<file path="src/rtl/ddr_pkg.sv">
// rtl/ddr_pkg.sv - shared state encodings and constants for the DDR read controller
package ddr_pkg;

  typedef enum logic [1:0] {
    ST_IDLE = 2'd0,
    ST_ADDR = 2'd1,
    ST_DATA = 2'd2,
    ST_DONE = 2'd3
  } rd_state_t;

  // Each beat advances the 32-bit-word address by this many words.
  localparam int BEAT_ADDR_SCALE = 8;

endpackage

</file>
<file path="src/rtl/ddr_rd_ctrl.sv">
// rtl/ddr_rd_ctrl.sv - splits a read request into AXI bursts and returns the beats
import ddr_pkg::*;

module ddr_rd_ctrl #(
  parameter int ADDR_WIDTH = 27,
  parameter int DQ_WIDTH   = 32,
  parameter int LEN_WIDTH  = 16,
  parameter int MAX_BURST  = 16
) (
  input  logic                    ddr_clk,
  input  logic                    ddr_rstn,
  input  logic                    rd_req,
  input  logic [ADDR_WIDTH-1:0]   rd_addr,
  input  logic [LEN_WIDTH-1:0]    rd_len,
  output logic                    rd_busy,
  output logic [8*DQ_WIDTH-1:0]   rd_data,
  output logic                    rd_data_en,
  output logic                    rd_done,
  output logic [ADDR_WIDTH-1:0]   axi_araddr,
  output logic [7:0]              axi_arlen,
  output logic                    axi_arvalid,
  input  logic                    axi_arready,
  input  logic [8*DQ_WIDTH-1:0]   axi_rdata,
  input  logic                    axi_rvalid,
  input  logic                    axi_rlast,
  output logic                    axi_rready
);

  rd_state_t             state;
  logic [LEN_WIDTH-1:0]  remaining;
  logic [ADDR_WIDTH-1:0] addr;
  logic [8:0]            cur_beats;
  logic [ADDR_WIDTH-1:0] addr_step;

  function automatic logic [8:0] burst_beats(input logic [LEN_WIDTH-1:0] rem);
    logic [LEN_WIDTH-1:0] b;
    b = (rem > LEN_WIDTH'(MAX_BURST)) ? LEN_WIDTH'(MAX_BURST) : rem;
    return b[8:0];
  endfunction

  function automatic logic [7:0] burst_arlen(input logic [LEN_WIDTH-1:0] rem);
    logic [8:0] beats;
    beats = burst_beats(rem) - 9'd1;
    return beats[7:0];
  endfunction

  assign cur_beats = burst_beats(remaining);
  assign addr_step = ADDR_WIDTH'(BEAT_ADDR_SCALE * int'(cur_beats));

  // rd_done is registered from the DONE state, so it trails the last rd_data_en by one cycle.
  always_ff @(posedge ddr_clk or negedge ddr_rstn) begin
    if (!ddr_rstn) begin
      state       <= ST_IDLE;
      remaining   <= '0;
      addr        <= '0;
      rd_busy     <= 1'b0;
      rd_data     <= '0;
      rd_data_en  <= 1'b0;
      rd_done     <= 1'b0;
      axi_araddr  <= '0;
      axi_arlen   <= '0;
      axi_arvalid <= 1'b0;
      axi_rready  <= 1'b0;
    end else begin
      rd_data_en <= 1'b0;
      rd_done    <= 1'b0;
      case (state)
        ST_IDLE: begin
          if (rd_req) begin
            rd_busy <= 1'b1;
            if (rd_len != '0) begin
              addr        <= rd_addr;
              remaining   <= rd_len;
              axi_araddr  <= rd_addr;
              axi_arlen   <= burst_arlen(rd_len);
              axi_arvalid <= 1'b1;
              state       <= ST_ADDR;
            end else begin
              state <= ST_DONE;
            end
          end
        end
        ST_ADDR: begin
          if (axi_arready) begin
            axi_arvalid <= 1'b0;
            axi_rready  <= 1'b1;
            remaining   <= remaining - LEN_WIDTH'(cur_beats);
            addr        <= addr + addr_step;
            state       <= ST_DATA;
          end
        end
        ST_DATA: begin
          if (axi_rvalid) begin
            rd_data    <= axi_rdata;
            rd_data_en <= 1'b1;
            if (axi_rlast) begin
              axi_rready <= 1'b0;
              if (remaining != '0) begin
                axi_araddr  <= addr;
                axi_arlen   <= burst_arlen(remaining);
                axi_arvalid <= 1'b1;
                state       <= ST_ADDR;
              end else begin
                state <= ST_DONE;
              end
            end
          end
        end
        ST_DONE: begin
          rd_done <= 1'b1;
          rd_busy <= 1'b0;
          state   <= ST_IDLE;
        end
        default: state <= ST_IDLE;
      endcase
    end
  end

endmodule
</file>
<file path="config.mk">
export PLATFORM = sky130hd
export DESIGN_NAME = ddr_rd_ctrl
export DESIGN_NICKNAME = d
export VERILOG_FILES = /design/src/rtl/ddr_pkg.sv /design/src/rtl/ddr_rd_ctrl.sv
export SDC_FILE = /design/constraint.sdc
export NUM_CORES = 1
export LEC_CHECK = 0
export ABC_AREA = 1
export CAP_MARGIN = 5
export CORE_AREA = 4 4 231 233
export CTS_CLUSTER_SIZE = 12
export DETAILED_ROUTE_END_ITERATION = 12
export DIE_AREA = 0 0 235 237
export HOLD_SLACK_MARGIN = 0.12
export MAX_ROUTING_LAYER = met4
export PLACE_DENSITY = 0.66
export SKIP_LAST_GASP = 1
export SYNTH_ARGS = -nofsm -noshare
export SYNTH_HDL_FRONTEND = slang
export SYNTH_SLANG_ARGS = --single-unit
</file>
<file path="constraint.sdc">
create_clock -name ddr_clk -period 3.83 [get_ports ddr_clk]
set_input_delay 0.383 -clock ddr_clk [delete_from_list [all_inputs] [get_ports ddr_clk]]
set_output_delay 0.383 -clock ddr_clk [all_outputs]
set_load 0.005 [all_outputs]
</file>
---- After elaboration in Yosys (flattened, before gate mapping) ----
Cells that the tools add are included.
cells by class
  equality and inequality tests ........... 9
  muxes and demuxes ....................... 43
  reduce and logical (&&, ||, !) cells .... 15
  magnitude comparators ................... 2
  add/subtract/negate cells ............... 4
operators with widths
  operator               count
  $mux W27               6
  $pmux W27 S2           2
  $mux W16               3
  $mux W8                6
  $gt A16 B5 Y1 const B  2
  $pmux W16 S2           1
  $reduce_bool A16 Y1    2
  $add A27 B12 Y27       1
  $pmux W8 S2            1
  $sub A16 B9 Y16        1
  $sub A8 B1 Y8 const B  2
  $mux W1                13
  $mux W2                6
  $ne A2 B2 Y1 const B   6
  $reduce_and A4 Y1      3
  $mux W9                1
  $pmux W2 S4            1
  $reduce_bool A2 Y1     4
  $reduce_and A7 Y1      1
  $reduce_and A6 Y1      1
  $eq A2 B2 Y1 const B   2
  $pmux W1 S2            2
  $reduce_and A2 Y1      2
  $pmux W1 S3            1
  3 further kinds        3
storage, ports and cells
  register bits after elaboration ......... 341
  bits of input ports ..................... 305

---- Longest topological paths before layout ----
  depth in word-level cells ............... 7
  depth in mapped cells ................... 16

---- Worst setup path before layout ----
OpenSTA, ideal clock, no wires.
  path type ............................... reg2reg
  start ................................... reg remaining[8]
  end ..................................... reg addr[26]
  cell stages (with the launch flop) ...... 16
  data arrival time ....................... 2205 ps
  data required time ...................... 3714 ps
  slack ................................... 1509 ps
  period minus slack after synthesis ...... 2321 ps
  path through ............................ dfrtp_1 -> nor2_4 -> nand2_1 -> nor2_4 -> nand3_4 -> nor2_1 -> ha_1 -> a21oi_1 -> o21ai_0 -> nor2_1 -> o21ai_0 -> nand2_1 -> nand3_1 -> nand3_1 -> nand2_1 -> nand2_1
on the way
  cells in the longest elaborated chain, start to end .. 5
ends and longest elaborated chain
  what                    RTL line           text
  from (decl)             ddr_rd_ctrl.sv:30  logic [LEN_WIDTH-1:0] remaining;
  from (signal assigned)  ddr_rd_ctrl.sv:73  remaining <= rd_len;
  from (signal assigned)  ddr_rd_ctrl.sv:87  remaining <= remaining - LEN_WIDTH'(cur_beats);
  $gt A16 B5 Y1           ddr_rd_ctrl.sv:37  b = (rem > LEN_WIDTH'(MAX_BURST)) ? LEN_WIDTH'(MAX_BURST) : rem;
  $mux W9 (*)             -
  $add A27 B12 Y27 (*)    ddr_rd_ctrl.sv:88  addr <= addr + addr_step;
  $mux W27 (*)            ddr_rd_ctrl.sv:84  if (axi_arready) begin
  $pmux W27 S2 (*)        ddr_rd_ctrl.sv:67  case (state)
  to (signal assigned)    ddr_rd_ctrl.sv:72  addr <= rd_addr;
  to (signal assigned)    ddr_rd_ctrl.sv:88
  to (decl)               ddr_rd_ctrl.sv:31  logic [ADDR_WIDTH-1:0] addr;
Mark *: on every way between the ends. The rest lies on a longest branch, timed or not. The select of a mux whose other input is x is not followed.
A chain may end at the register's enable or synchronous reset.

---- Final worst setup path ----
  start ................................... reg remaining[8]
  end ..................................... reg addr[24]
Same word-level chain as after synthesis.

==> results.toml <==
[placement]
dpl.cell_count = 2504
hpwlAfterDp_mm = 46.5
portBuffers = 600
post_dp_cell_area_um2 = 21600
gp_congestion = 0.917

[die]
placementRows = 83
core_um2 = 51200
dieHeight_um = 237
die_x_um = 235
die-area_um2 = 55700
io_pins = 601
initial_utilization_pct = 29.1

[setup_path]
worstSetupEndpointType = "flop"
critical_path.slowest_cell = "dfrtp_1"
cp_cell_sequence = "nor2_4 -> nand2_1 -> nor2_4 -> nand3_4 -> nor2_1 -> ha_1 -> a21oi_1 -> o21ai_0 -> nand2_1 -> nand3b_1 -> nand2_1 -> o21ai_0 -> nand3_1 -> nand2_1 -> o21ai_1"
r2r_start = "remaining[8]"
startpoint = "remaining[8]"
r2r_slack_ps = 1060
cpPeakStageDelay_ps = 420
critPathKind = "flop to flop"
path_buf_inv = 0
cp_common_cell = "nand2_1"
cpLargestDelayFamily = "simple AND/OR/NAND/NOR gates"
critPathLaunchType = "flop"
cp.arrival_ps = 3210
worstPathRequired_ps = 4270
crit_fanout = 9

[synth]
ys_seq_area_share_pct = 57.3
synth_seq_cells = 341
syn_area_um2 = 14900
syn_area_per_cell_um2 = 11.8
synth_cells = 1262
synth.distinct_cells = 51
yosys_warnings = 0

[timing]
slew-limit-headroom_pct = 41.9
finalCritPeriodShare_pct = 72.3
finalSetupViolCount = 0
finalHoldViolCount = 0
period_needed_ps = 2770
rsz0062_at_grt = "no"
finalClockSkew_ps = 22.1
fmax_ghz = 0.361
tightest_slew_ps = 872
maxSlewViolCount = 0
tns_ps = 0

[hold_path]
min-delay-start = "axi_rdata[17]"
min_path_type = "input pin to flop"

[clock_tree]
cts.sink_count = 341
cts_buffer_depth = 3
htreeDepth = 2
tritoncts = "yes"
clock-root-buffer = "clkbuf_16"
clk_pin_slew_worst_paths_ps = 60
cts_buffers = 41
clk_latency_ps = 560

[power]
switching_share_pct = 34.8
p_per_area_nw_per_um2 = 848
p_leak_nw = 9.55
combPwrFrac_pct = 46.9
peakVddDrop_v = 0.000281
p_clk_share_pct = 19.5
p_sw_w = 0.00675
pwr-share-seq_pct = 33.6
p_int_w = 0.0127

[final_layout]
stdcell_count = 2585
drive_gt1_share_pct = 19.4
final_nets = 2185
design_area_um2 = 22900
regArea_um2 = 8530
multiInputGateArea_um2 = 5700
fillerInstances = 4707
area_delta_synth_final_pct = 53.8

[global_route]
overflow = 0
grt_max_degree = 109
grt_pass1_vias = 12300
grt_util_all_layers_pct = 21.0
grt_pass1_wl_mm = 85.7
antenna_found_initial = 8

[route]
wl_mm = 59.1
drt_iter0_markers = 696
route.vias.total = 12000
vias_per_cell = 4.65
wire_per_inst_um = 22.9
drtAntennaViolNets = 0
dr.pass1.iters = 6
drc = 0

[status]
run_status = "finished, final reports clean"

[run]
max_cap_viol_count = 0
## worst paths after layout
check | to | cells past startpoint
worst max-delay path | addr[24] | 15
worst min-delay path | rd_data[17] | 2
worst max register to register | addr[24] | 15
worst min register to register | axi_arlen[5] | 2
max in group asynchronous | axi_araddr[20] | 3
min in group asynchronous | rd_data[21] | 2
## area by class of cell
class | instances | share of cell area [%]
sequential | 341 | 37.2
timing repair buffer | 616 | 27.1
multi-input combinational | 790 | 24.9
clock buffer | 60 | 5.14
tap | 680 | 3.71
inverter | 78 | 1.28
clock inverter | 13 | 0.540
antenna | 7 | 0.0764
## per-stage QoR
stage | utilization (%) | worst slack, ps | power (W) | hold slack, ps
after global placement | 42.2 | 1070 | 0.0156 | 453
after global routing | 44.8 | 706 | 0.0206 | 405
after CTS | 44.7 | 1070 | 0.0197 | 386
final | 44.8 | 1060 | 0.0194 | 432
after floorplan | - | 1510 | 0.0105 | 87.4
after detailed placement | 42.2 | 1080 | 0.0158 | 454
## layout by cell type, fill, tap and decap left out, drive strengths merged, types with 16 or more instances in the layout
cell type      Yosys  layout
clkdlybuf4s50      0     599
dfrtp            341     341
mux2             256     256
nand2            185     185
o21ai             99      99
nor2              83      83
inv               78      79
clkbuf             8      60
nand3             43      43
a21oi             27      27
buf               48      16
## power by group through the flow
stage               Clock [W]  Combinational (W)  Sequential [W]
floorplan                   0            0.00390         0.00657
global placement            0            0.00914         0.00650
detailed placement          0            0.00920         0.00658
CTS                   0.00391            0.00925         0.00654
global route          0.00405            0.00979         0.00677
finish                0.00378            0.00911         0.00654
## synthesized netlist by cell type (all sizes together)
library cell / number / area (um2)
o31ai: 5 / 37.5
a21boi: 1 / 7.51
nand2: 185 / 724
xnor2: 1 / 8.76
nand3: 43 / 253
nor2: 83 / 374
or2: 2 / 12.5
a221oi: 2 / 23.8
fa: 1 / 20.0
a211oi: 2 / 20.0
ha: 11 / 138
nand3b: 2 / 15.0
mux2: 256 / 2880
nor3: 12 / 60.1
o311ai: 1 / 8.76
o221ai: 1 / 8.76
nor3b: 1 / 7.51
o21a: 1 / 7.51
clkbuf: 8 / 30.0
o21bai: 4 / 30.0
nor4: 1 / 6.26
conb: 2 / 7.51
a22oi: 8 / 60.1
o22ai: 12 / 113
o21ai: 99 / 529
buf: 48 / 370
a21oi: 27 / 143
o211ai: 5 / 37.5
xor2: 7 / 61.3
a31oi: 4 / 25.0
nand4: 8 / 56.3
inv: 78 / 293
dfrtp: 341 / 8530
## cell families (layout without fill, tap and decap cells)
logic type,after synthesis,in the layout,share of synthesized area [%]
compound gates,172,172,7.05
xor+xnor,8,8,0.470
fa+ha+maj,12,12,1.06
buf+inv,134,767,4.65
flops,341,341,57.3
mux,256,256,19.3
other cells,2,12,0.0504
simple gates,337,337,10.1
## worst reg2reg max path, stage by stage (launching register included)
cell,delay (ps)
dfrtp_1,420
nor2_4,160
nand2_1,130
nor2_4,140
nand3_4,150
nor2_1,300
ha_1,210
a21oi_1,70
o21ai_0,200
nand2_1,80
nand3b_1,240
nand2_1,150
o21ai_0,190
nand3_1,90
nand2_1,80
o21ai_1,50
## registers in the layout, summed over array words and instances (netlist names)
| signal | count |
|---|---|
| state | 2 |
| axi_rready | 1 |
| axi_arvalid | 1 |
| rd_busy | 1 |
| addr | 27 |
| rd_data | 256 |
| axi_araddr | 27 |
| remaining | 16 |
| rd_done | 1 |
| rd_data_en | 1 |
| axi_arlen | 8 |
## metal layers
metal | vias up | wire length [um] | track usage (%)
met5 | - | 0 | -
li1 | 5522 | - | -
met1 | 5987 | 22700 | 23.5
met3 | 69 | 5780 | 9.18
met4 | 0 | 1540 | 5.35
met2 | 436 | 29100 | 34.7
## what timing repair did
action                                 in CTS  in global routing
buffers inserted                            0                  0
gates resized for setup                     0                  0
hold buffers                                1                  0
endpoints found under the hold margin     104                  0
setup endpoints to repair                   0                  0
Note: power is estimated with default switching activity, not from simulation.
